`src/rtl/clk_phase_ctrl.sv`:
```
// Start/stop sequencer and phase tracker deriving clk4f/clk2f/clkf from clk16f.
// Latency: outputs registered; RUN reached SETTLE_CYC cycles after run_req is sampled high.
// Backpressure: none; run_req is a level request, stops complete at the next clkf frame boundary.
module clk_phase_ctrl #(
  parameter int unsigned SETTLE_CYC = 8  // legal range 1..15
) (
  input  logic       clk16f,
  input  logic       reset_L,
  input  logic       run_req,
  output logic       clk4f,
  output logic       clk2f,
  output logic       clkf,
  output logic [3:0] phase,
  output logic       frame_strb,
  output logic       clk_ready
);

  localparam logic [1:0] ST_IDLE     = 2'b00;
  localparam logic [1:0] ST_SETTLE   = 2'b01;
  localparam logic [1:0] ST_RUN      = 2'b10;
  localparam logic [1:0] ST_STOPPING = 2'b11;

  // Counter is loaded with one less than the settle length because the
  // cycle in which it reaches zero still belongs to SETTLE.
  localparam logic [3:0] SETTLE_LOAD = 4'(SETTLE_CYC - 1);
  localparam logic [3:0] PHASE_LAST  = 4'hF;

  logic [1:0] state_q, state_d;
  logic [3:0] phase_q, phase_d;
  logic [3:0] settle_q, settle_d;
  logic       clk4f_q, clk4f_d;
  logic       clk2f_q, clk2f_d;
  logic       clkf_q, clkf_d;
  logic       frame_strb_q, frame_strb_d;
  logic       clk_ready_q, clk_ready_d;

  // Sequencer next state: phase only advances in RUN/STOPPING, and the only
  // way back to IDLE from a running clock is through the end of phase 15.
  always_comb begin
    state_d  = state_q;
    phase_d  = phase_q;
    settle_d = settle_q;
    unique case (state_q)
      ST_IDLE: begin
        phase_d = 4'd0;
        if (run_req) begin
          state_d  = ST_SETTLE;
          settle_d = SETTLE_LOAD;
        end
      end
      ST_SETTLE: begin
        phase_d = 4'd0;
        if (!run_req) begin
          // Abandoned settle is not resumed; the next request reloads it.
          state_d = ST_IDLE;
        end else if (settle_q == 4'd0) begin
          state_d = ST_RUN;
        end else begin
          settle_d = settle_q - 4'd1;
        end
      end
      ST_RUN: begin
        phase_d = phase_q + 4'd1;
        if (!run_req) begin
          if (phase_q == PHASE_LAST) begin
            state_d = ST_IDLE;
            phase_d = 4'd0;
          end else begin
            state_d = ST_STOPPING;
          end
        end
      end
      ST_STOPPING: begin
        // Keep toggling so the final clkf low half-period is never cut short.
        phase_d = phase_q + 4'd1;
        if (run_req) begin
          state_d = ST_RUN;
        end else if (phase_q == PHASE_LAST) begin
          state_d = ST_IDLE;
          phase_d = 4'd0;
        end
      end
      default: begin
        state_d = ST_IDLE;
        phase_d = 4'd0;
      end
    endcase
  end

  // Output decode from next-state values so every output is a flop and
  // lines up with the phase it describes.
  always_comb begin
    clk4f_d      = ~phase_d[1];
    clk2f_d      = ~phase_d[2];
    clkf_d       = ~phase_d[3];
    frame_strb_d = (state_d == ST_RUN) && (phase_d == PHASE_LAST);
    clk_ready_d  = (state_d == ST_RUN);
  end

  // State and output registers; reset parks all clocks high at phase 0.
  always_ff @(posedge clk16f or negedge reset_L) begin
    if (!reset_L) begin
      state_q      <= ST_IDLE;
      phase_q      <= 4'd0;
      settle_q     <= 4'd0;
      clk4f_q      <= 1'b1;
      clk2f_q      <= 1'b1;
      clkf_q       <= 1'b1;
      frame_strb_q <= 1'b0;
      clk_ready_q  <= 1'b0;
    end else begin
      state_q      <= state_d;
      phase_q      <= phase_d;
      settle_q     <= settle_d;
      clk4f_q      <= clk4f_d;
      clk2f_q      <= clk2f_d;
      clkf_q       <= clkf_d;
      frame_strb_q <= frame_strb_d;
      clk_ready_q  <= clk_ready_d;
    end
  end

  assign clk4f      = clk4f_q;
  assign clk2f      = clk2f_q;
  assign clkf       = clkf_q;
  assign phase      = phase_q;
  assign frame_strb = frame_strb_q;
  assign clk_ready  = clk_ready_q;

endmodule
```
`config.mk`:
```
export PLATFORM = sky130hd
export DESIGN_NAME = clk_phase_ctrl
export DESIGN_NICKNAME = d
export VERILOG_FILES = /design/src/rtl/clk_phase_ctrl.sv
export SDC_FILE = /design/constraint.sdc
export NUM_CORES = 1
export LEC_CHECK = 0
export ABC_CLOCK_PERIOD_IN_PS = 2500
export CAP_MARGIN = 30
export CORE_MARGIN = 10
export CORE_UTILIZATION = 43
export DETAILED_ROUTE_END_ITERATION = 10
export GPL_TIMING_DRIVEN = 0
export HOLD_SLACK_MARGIN = 0.12
export PLACE_DENSITY = 0.75
export SYNTH_ARGS = -nofsm -noshare
export SYNTH_HDL_FRONTEND = slang
export SYNTH_SLANG_ARGS = --single-unit
```
`constraint.sdc`:
```
create_clock -name clk16f -period 2.5 [get_ports clk16f]
set_input_delay 0.5 -clock clk16f [delete_from_list [all_inputs] [get_ports clk16f]]
set_output_delay 0.5 -clock clk16f [all_outputs]
set_load 0.1 [all_outputs]
```
==> results of run 1 <==
-- cells in the mapped netlist --
cell / n
nor3_1: 1
dfrtp_1: 12
and4b_1: 1
buf_2: 1
clkbuf_1: 1
o21ai_0: 1
and4bb_1: 1
o221a_2: 1
nand3b_1: 1
inv_1: 5
nor2_1: 4
nor3b_4: 1
nand3_1: 5
a31oi_1: 1
dfstp_2: 3
a22o_1: 2
xor2_1: 2
a21oi_1: 1
nor4_1: 1
or2_2: 2
ha_1: 2
nand2_1: 7
a311oi_2: 1
o22ai_1: 1
a21o_1: 1
nor2b_1: 2
-- state kept, by name, summed over array words and instances, names as in the netlist --
| register | count |
|---|---|
| frame_strb | 1 |
| clk4f | 1 |
| phase | 4 |
| clk2f | 1 |
| state_q | 2 |
| clkf | 1 |
| clk_ready | 1 |
| settle_q | 4 |
-- per-stage QoR --
stage | area, µm² | utilization | std cells | power [µW] | hold WS, ns
final | 831 | 0.558 | 92 | 647 | 0.518
after global routing | 831 | 0.558 | 92 | 695 | 0.556
after CTS | 831 | 0.558 | 92 | 655 | 0.524
after detailed placement | 805 | 0.540 | 88 | 521 | 0.515
after global placement | 805 | 0.540 | 88 | 513 | 0.499
after floorplan | 674 | - | 61 | 473 | 0.204
-- worst paths after layout --
path / end / slack (ns) / depth (start not counted)
setup / recovery: clk4f / 0.08 / 1
hold / removal: clk2f / 0.52 / 1
setup reg to reg: settle_q[3] / 0.88 / 5
hold reg to reg: clk2f / 0.52 / 1
max in group asynchronous: phase[1] / 1.46 / 1
min in group asynchronous: settle_q[0] / 0.62 / 1
-- layout make-up --
type                            count  area (µm²)
Inverter                            5        18.8
Clock buffer                        4        26.3
Fill cell                         122         658
Tap cell                           16        20.0
Timing Repair Buffer               11         110
Multi-Input combinational cell     39         268
Buffer                              2        8.76
Sequential cell                    15         379
-- power groups by stage --
stage	registers, µW	clock network, µW	logic, µW
detailed placement	331	0	190
global route	335	148	211
finish	326	132	188
CTS	326	139	190
global placement	329	0	184
floorplan	367	0	107
-- worst reg2reg max path, cell delays in order, from the launching register on --
cell and delay [ns]:
dfrtp_1 0.41, inv_1 0.10, ha_1 0.20, nor3b_4 0.38, and4bb_1 0.26, a21o_1 0.17
-- routing by layer --
metal	vias to the layer above	routed length [µm]	share of wire	global-route usage
li1	241	-	-	-
met1	227	515	0.42	0.0857
met2	10	556	0.45	0.122
met3	2	155	0.13	0.0515
met4	0	5	0.0041	0.0224
met5	-	0	0	0
-- logic make-up (layout without fill, tap and decap cells) --
family	after synthesis	count (layout)
adders and majority gates	2	2
DFF	15	15
xor gates and xnor gates	2	2
and+or+nand+nor	26	26
AOI/OAI and AO/OA	9	9
buffers and inverters	7	22
==> metrics.yaml, run 1 <==
status: "completed"
holdCritPathClass: "register to register"
crit_path_end_kind: "output pin"
fin_ws_ns: 0.0770
preCtsSetupSlack_ns: 0.375
crit_buf_inv: 1
cts_tree: "built"
p_int_uw: 418
grt_setup_unrepaired: "false"
seq_area_frac_synth: 0.562
slowest_stage: "clkdlybuf4s50_1"
crit_arrival_ns: 1.92
gp_congestion: 0.768
dieArea_um2: 3550
power_frac_clock: 0.204
p_sw_uw: 229
track_usage: 0.0785
powerDensity_nw_per_um2: 779
cts_resized: 0
nets: 82
cp-start-kind: "register"
antenna_cells: 0
synthXorXnorAreaFrac: 0.0260
p_leak_uw: 0.000379
synth-compound-area-share: 0.109
worst_slew_pin_slew_ns: 0.988
ys_ff_latch: 15
ys_types: 26
synth_fa_ha_area_frac: 0.0371
drive_gt1_frac: 0.158
clk_transition_reported_paths_ns: 0.08
avgViaCountPerCell: 5.22
start_util: 0.453
max_slew_margin: 0.339
yosysTopAreaCell: "dfrtp_1"
tns_ns: 0
crit_required_ns: 2.00
die_y_um: 59.6
path_cells: "clkdlybuf4s50_1"
grt_overflow: 0
routed_wl_mm: 1.23
synthMuxAreaShare: 0
p_sw_frac: 0.354
power_frac_comb: 0.291
grt_pass1_wl_mm: 2.22
antenna_found_initial: 0
grt_pass1_vias: 510
core_area_um2: 1490
slowest_delay_ns: 1.13
final_cell_mix: "dfrtp_1, clkdlybuf4s50_1, nand2_1"
io_pins: 12
port_buffers: 11
areaGrowthSynthToFinish_pct: 23.2
worstSkewPairLatency_ns: 0.27
layout_commonest_cell: "dfrtp_1"
max_freq_mhz: 413
skew_ns: 0.00128
cts_made_buffers: 3
cts-root-buf: "clkbuf_4"
synth_area_leaders: "dfrtp_1, dfstp_2, nand2_1"
drt_iter0_drc: 8
grt_max_degree: 16
cts_setup_buffers: 0
syn_area_um2: 674
r2r-start: "settle_q[0]"
hold_buffers: 0
syn_area_per_cell_um2: 11.1
fin_crit_sh: 0.969
dpl.hpwl_um: 914
path_delay_family: "buffers and inverters"
drv_slew: 0
synthCells: 61
synth_top_family_by_area: "simple AND/OR/NAND/NOR gates"
wl_per_cell_um: 13.4
cts_max_level: 1
drv_cap: 0
drc_errors: 0
synthSimpleGateAreaFrac: 0.224
synth_nets: 66
peakVddDrop_v: 0.000486
hp-start: "state_q[1]"
clock_sinks: 15
postRouteAntennaNets: 0
rows: 14
synth_top_area_share: 0.445
clock_path_buffers: 2
power_frac_seq: 0.504
setup_viol: 0
vias: 480
drtPass1Iterations: 4
chipWidth_um: 59.6
startpoint: "clk4f"
ys_warn_count: 0
critPathKind: "register to output pin"
path_max_fanout: 1
final-hold-violation-count: 0
finalCriticalPeriod_ns: 2.42
(Power assumes the default switching activity.)
==> run 2, diff against run 1 <==
--- a/config.mk
+++ b/config.mk
@@ -7,7 +7,7 @@
 export LEC_CHECK = 0
 export ABC_CLOCK_PERIOD_IN_PS = 2500
 export CAP_MARGIN = 30
-export CORE_MARGIN = 10
+export CORE_MARGIN = 2
 export CORE_UTILIZATION = 43
 export DETAILED_ROUTE_END_ITERATION = 10
 export GPL_TIMING_DRIVEN = 0
==> run 2 against run 1 <==
Compared with the run above:
- largest cell class unchanged
- routed wire length down 0.89%
- register-to-register slack better by 0.02 ns
- combinational power about the same
- critical path type unchanged
==> metrics.yaml, run 2 (synthesis gave the netlist of run 1 again) <==
status: "completed"
avgViaCountPerCell: 5.46  # +4.6%
power_frac_seq: 0.503  # about the same
r2r-end: "settle_q[3]"
p_sw_frac: 0.359  # +0.00531
drtPass1Iterations: 1  # -3
crit_path_end_kind: "output pin"
tns_ns: 0  # unchanged
p_leak_uw: 0.000379  # unchanged
core_area_um2: 1490  # unchanged
cts_tree: "built"
gr-usage-met2: 0.224  # +0.102
met1_usage: 0.179  # +0.0930
postRouteAntennaNets: 0  # unchanged
critPathKind: "register to output pin"
clock_sinks: 15  # unchanged
p_int_uw: 418  # about the same
drv_slew: 0  # unchanged
track_usage: 0.144  # +0.0652
final_cell_mix: "dfrtp_1, clkdlybuf4s50_1, nand2_1"
path_max_fanout: 1  # unchanged
path_cells: "clkdlybuf4s50_1"
grt-busiest-layer: "met2"
dieArea_um2: 1900  # -46%
powerDensity_nw_per_um2: 785  # +0.82%
fin_crit_sh: 0.971  # +0.00212
drt_iter0_drc: 0  # -8
dp_cells: 88  # unchanged
fin_cells: 92  # unchanged
grt_pass1_wl_mm: 1.99  # -11%
fill_cells: 135  # +11%
vias: 502  # +4.6%
crit_buf_inv: 1  # unchanged
finalCriticalPeriod_ns: 2.43  # +0.00530 ns
crit_required_ns: 2.00  # about the same
grt_max_degree: 16  # unchanged
antenna_found_initial: 0  # unchanged
grt_pass1_vias: 468  # -8.2%
clock_path_buffers: 2  # unchanged
min_path_cells: 1  # unchanged
wl_per_cell_um: 13.3  # -0.89%
total_power_uw: 652  # +0.82%
setup_viol: 0  # unchanged
skew_ns: 0.00143  # +0.000143 ns
cts_max_level: 1  # unchanged
r2r-start: "settle_q[0]"
drive_gt1_frac: 0.158  # unchanged
r2r_setup_slack_ns: 0.90  # +0.02 ns
grt_overflow: 0  # unchanged
rows: 14  # unchanged
holdCritPathClass: "register to register"
antenna_cells: 0  # unchanged
chipWidth_um: 43.6  # -27%
grt_setup_unrepaired: "false"
cts_resized: 0  # unchanged
cts-root-buf: "clkbuf_4"
r2r_cells: 5  # unchanged
worstSkewPairLatency_ns: 0.28  # about the same
worst_slew_pin_slew_ns: 0.973  # -0.0150 ns
drc_errors: 0  # unchanged
slowest_stage: "clkdlybuf4s50_1"
routed_wl_mm: 1.22  # -0.89%
clk_transition_reported_paths_ns: 0.08  # about the same
nets: 82  # unchanged
areaGrowthSynthToFinish_pct: 23.2  # unchanged
dpl.hpwl_um: 872  # -4.5%
io_pins: 12  # unchanged
peakVddDrop_v: 0.000377  # -22%
hp-start: "phase[0]"
gp_congestion: 0.788  # +2.6%
die_y_um: 43.6  # -27%
slowest_delay_ns: 1.13  # about the same
met3_usage: 0.0333  # -0.0182
power_frac_clock: 0.206  # +0.002
power_frac_comb: 0.292  # about the same
cts_setup_buffers: 0  # unchanged
max_slew_margin: 0.349  # +0.0101
fin_util: 0.558  # unchanged
max_freq_mhz: 412  # -0.22%
crit_arrival_ns: 1.93  # about the same
hold_buffers: 0  # unchanged
final-hold-violation-count: 0  # unchanged
hold_end: "phase[0]"
cts_made_buffers: 3  # unchanged
port_buffers: 11  # unchanged
layout_commonest_cell: "dfrtp_1"
drv_cap: 0  # unchanged
path_delay_family: "buffers and inverters"
start_util: 0.453  # unchanged
p_sw_uw: 234  # +2.3%
cp-start-kind: "register"
-- run 2: cell counts in the layout (fill, tap and decap cells not counted) --
No cell type changed its count.
-- run 2: power groups by stage --
stage / combinational [µW] / sequential, µW / clock, µW
finish: 190 / 328 / 134
global route: 212 / 334 / 145
CTS: 192 / 327 / 138
detailed placement: 191 / 332 / 0
global placement: 183 / 329 / 0
floorplan: 107 / 367 / 0
-- run 2: layer usage --
layer,routed length (µm),vias up,share of wire
li1,-,240,-
met1,567,248,0.46
met2,580,10,0.47
met3,52,4,0.043
met4,21,0,0.017
met5,0,-,0
-- run 2: area by class of cell --
cell class	count	area [µm²]	area share
Sequential cell	15	379	0.456
Multi-Input combinational cell	39	268	0.322
Timing Repair Buffer	11	110	0.133
Clock buffer	4	26.3	0.0316
Tap cell	16	20.0	0.0241
Inverter	5	18.8	0.0226
Buffer	2	8.76	0.0105
-- run 2: through the flow --
step,area [µm²],hold WS [ns],worst slack (ns)
after floorplan,674,0.204,0.514
after global placement,805,0.502,0.380
after detailed placement,805,0.504,0.381
after CTS,831,0.521,0.0639
after global routing,831,0.551,0.0532
final,831,0.523,0.0717
-- run 2: worst max-delay path by stage --
stage | from | to | slack [ns] | cells after the start
floorplan | phase[0] | clkf | 0.51 | 4
global placement | clk4f | clk4f | 0.38 | 1
detailed placement | clk4f | clk4f | 0.38 | 1
CTS | clk4f | clk4f | 0.06 | 1
global route | clk4f | clk4f | 0.05 | 1
finish | clk4f | clk4f | 0.07 | 1
==> patch, RTL diff (config.mk and constraints of run 2) <==
Set the parameter `SETTLE_CYC` to 7 (it was 8).
--- a/src/rtl/clk_phase_ctrl.sv
+++ b/src/rtl/clk_phase_ctrl.sv
@@ -2,7 +2,7 @@
 // Latency: outputs registered; RUN reached SETTLE_CYC cycles after run_req is sampled high.
 // Backpressure: none; run_req is a level request, stops complete at the next clkf frame boundary.
 module clk_phase_ctrl #(
-  parameter int unsigned SETTLE_CYC = 8  // legal range 1..15
+  parameter int unsigned SETTLE_CYC = 7  // legal range 1..15
 ) (
   input  logic       clk16f,
   input  logic       reset_L,
Formal check against the unedited RTL: not equivalent (Yosys sat finds a counterexample within 10 cycles, from zero or initial values and one cycle with reset_L low).
==> patch against run 2 <==
- routed wire length fell by 3.9%
- global-route usage rose by 1.0 points
- via count is 2.0% lower
- setup slack improved by 0.0038 ns
- design area down 0.60%
- count of clock-buffer cells in the layout shrank 1
- first-iteration DRC count rose by 11
- sequential cell count is the same
- area after synthesis fell by 0.93%
- critical path type unchanged
- largest cell class unchanged
- highest routed layer unchanged
Power is not compared: it rests on default switching activity, and its combinational part moved more than twofold at a synthesized area within 25%.
==> patch: results (changes against run 2) <==
Outcome: finished clean
Hold Crit Endpoint: phase[0]
Main synth FF type: dfrtp_1
Fillers: 116 (-14%)
Worst hold margin: 0.539 ns (+0.0159 ns)
R2R depth: 5 (unchanged)
Die ar.: 1890 um^2 (-0.82%)
Hold path depth: 1 (unchanged)
Synth area leaders: dfrtp_1, dfstp_2, ha_1
Arrival @ worst endpoint: 1.92 ns
Largest net degree at the start of global routing: 16 (unchanged)
CTS H-tree depth: 1 (unchanged)
CTS Buf Count: 3 (unchanged)
Pre-CTS setup slack: 0.386 ns (+0.00463 ns)
Setup Skew: 0.00260 ns (+0.00117 ns)
Setup bufs post-CTS: 0 (unchanged)
Slew margin rel.: 0.351 (+0.00229)
Vias: 492 (-2.0%)
Detailed Routing Iterations Pass 1: 4 (+3)
Routed wire length: 1170 um (-3.9%)
Fraction of layout instances using a drive strength above 1: 0.176 (+0.0178)
Global placement routability congestion: 0.759 (-3.7%)
Synth async-reset ratio: 1.00 (unchanged)
Sequential element share of the synthesized area: 0.567 (+0.00526)
Clock slew at reported path FFs: 0.09 ns
Sw Share: 0.481
CP max FO: 1 (unchanged)
Hold Crit Class: reg -> reg
Clock Path Buffers: 2 (unchanged)
Root Buffer: clkbuf_4
Total Nets Final: 80 (-2.4%)
Worst r2r src: settle_q[0]
R2r setup slk: 0.96 ns (+0.06 ns)
Synthesized Nets: 64 (-3.0%)
Synth cell types: 28 (+7.7%)
Slowest CP cell: clkdlybuf4s50_1
Most frequent cell after synthesis: dfrtp_1
Core Area: 1490 um^2 (unchanged)
Reg-to-reg endpoint: settle_q[1]
Post-DP HPWL: 809 um (-7.3%)
Yosys warning total: 0 (unchanged)
Commonest cells in the netlist: dfrtp_1, nand2_1, nand3_1
GRT Resource Usage Total: 0.154 (+0.0101)
1st-iter DRT viols: 11 (+11)
First-pass GRT wire length: 2060 um (+3.8%)
Worst IR Drop VDD: 571 uV
N_diodes: 0 (unchanged)
## patch: how the worst max path moves through the flow
stage              from    end  slack (ns)  cells after the start
3_5_place_dp      clk4f  clk4f        0.39                      1
3_3_place_gp      clk4f  clk4f        0.39                      1
5_1_grt           clk4f  clk4f        0.02                      1
2_1_floorplan  phase[0]   clkf        0.62                      4
6_report          clk4f  clk4f        0.08                      1
4_1_cts           clk4f  clk4f        0.06                      1
## patch: logic make-up after synthesis
family / after synthesis / share of synthesized area
flops: 15 / 0.567
fa+ha+maj: 2 / 0.0374
simple gates: 25 / 0.227
xor+xnor: 2 / 0.0262
compound gates: 10 / 0.114
buf+inv: 5 / 0.0281
## patch: power by group through the flow
stage	Combinational (mW)	Clock [mW]	Sequential, mW
after floorplan	0.166	0	0.575
after global routing	0.491	0.156	0.396
after CTS	0.460	0.143	0.385
after global placement	0.449	0	0.387
after detailed placement	0.459	0	0.390
final	0.462	0.136	0.387
## patch: area by class of cell
class                      count  area share
buffer                         1     0.00455
clock buffer                   3      0.0273
clock inverter                 1     0.00606
inverter                       4      0.0182
multi-input combinational     39       0.327
sequential                    15       0.459
tap                           16      0.0242
timing repair buffer          11       0.133
## patch: metal layers
layer | global-route usage | part of all wire | vias to the layer above
met4 | 0.127 | 0.017 | 0
li1 | - | - | 237
met1 | 0.187 | 0.45 | 236
met3 | 0.0250 | 0.041 | 4
met5 | 0 | 0 | -
met2 | 0.239 | 0.49 | 15
## patch: per-stage QoR
stage                util  std cells  area (um^2)
CTS                 0.555         90          826
detailed placement  0.536         86          798
global route        0.555         90          826
finish              0.555         90          826
floorplan               -         59          668
global placement    0.536         86          798
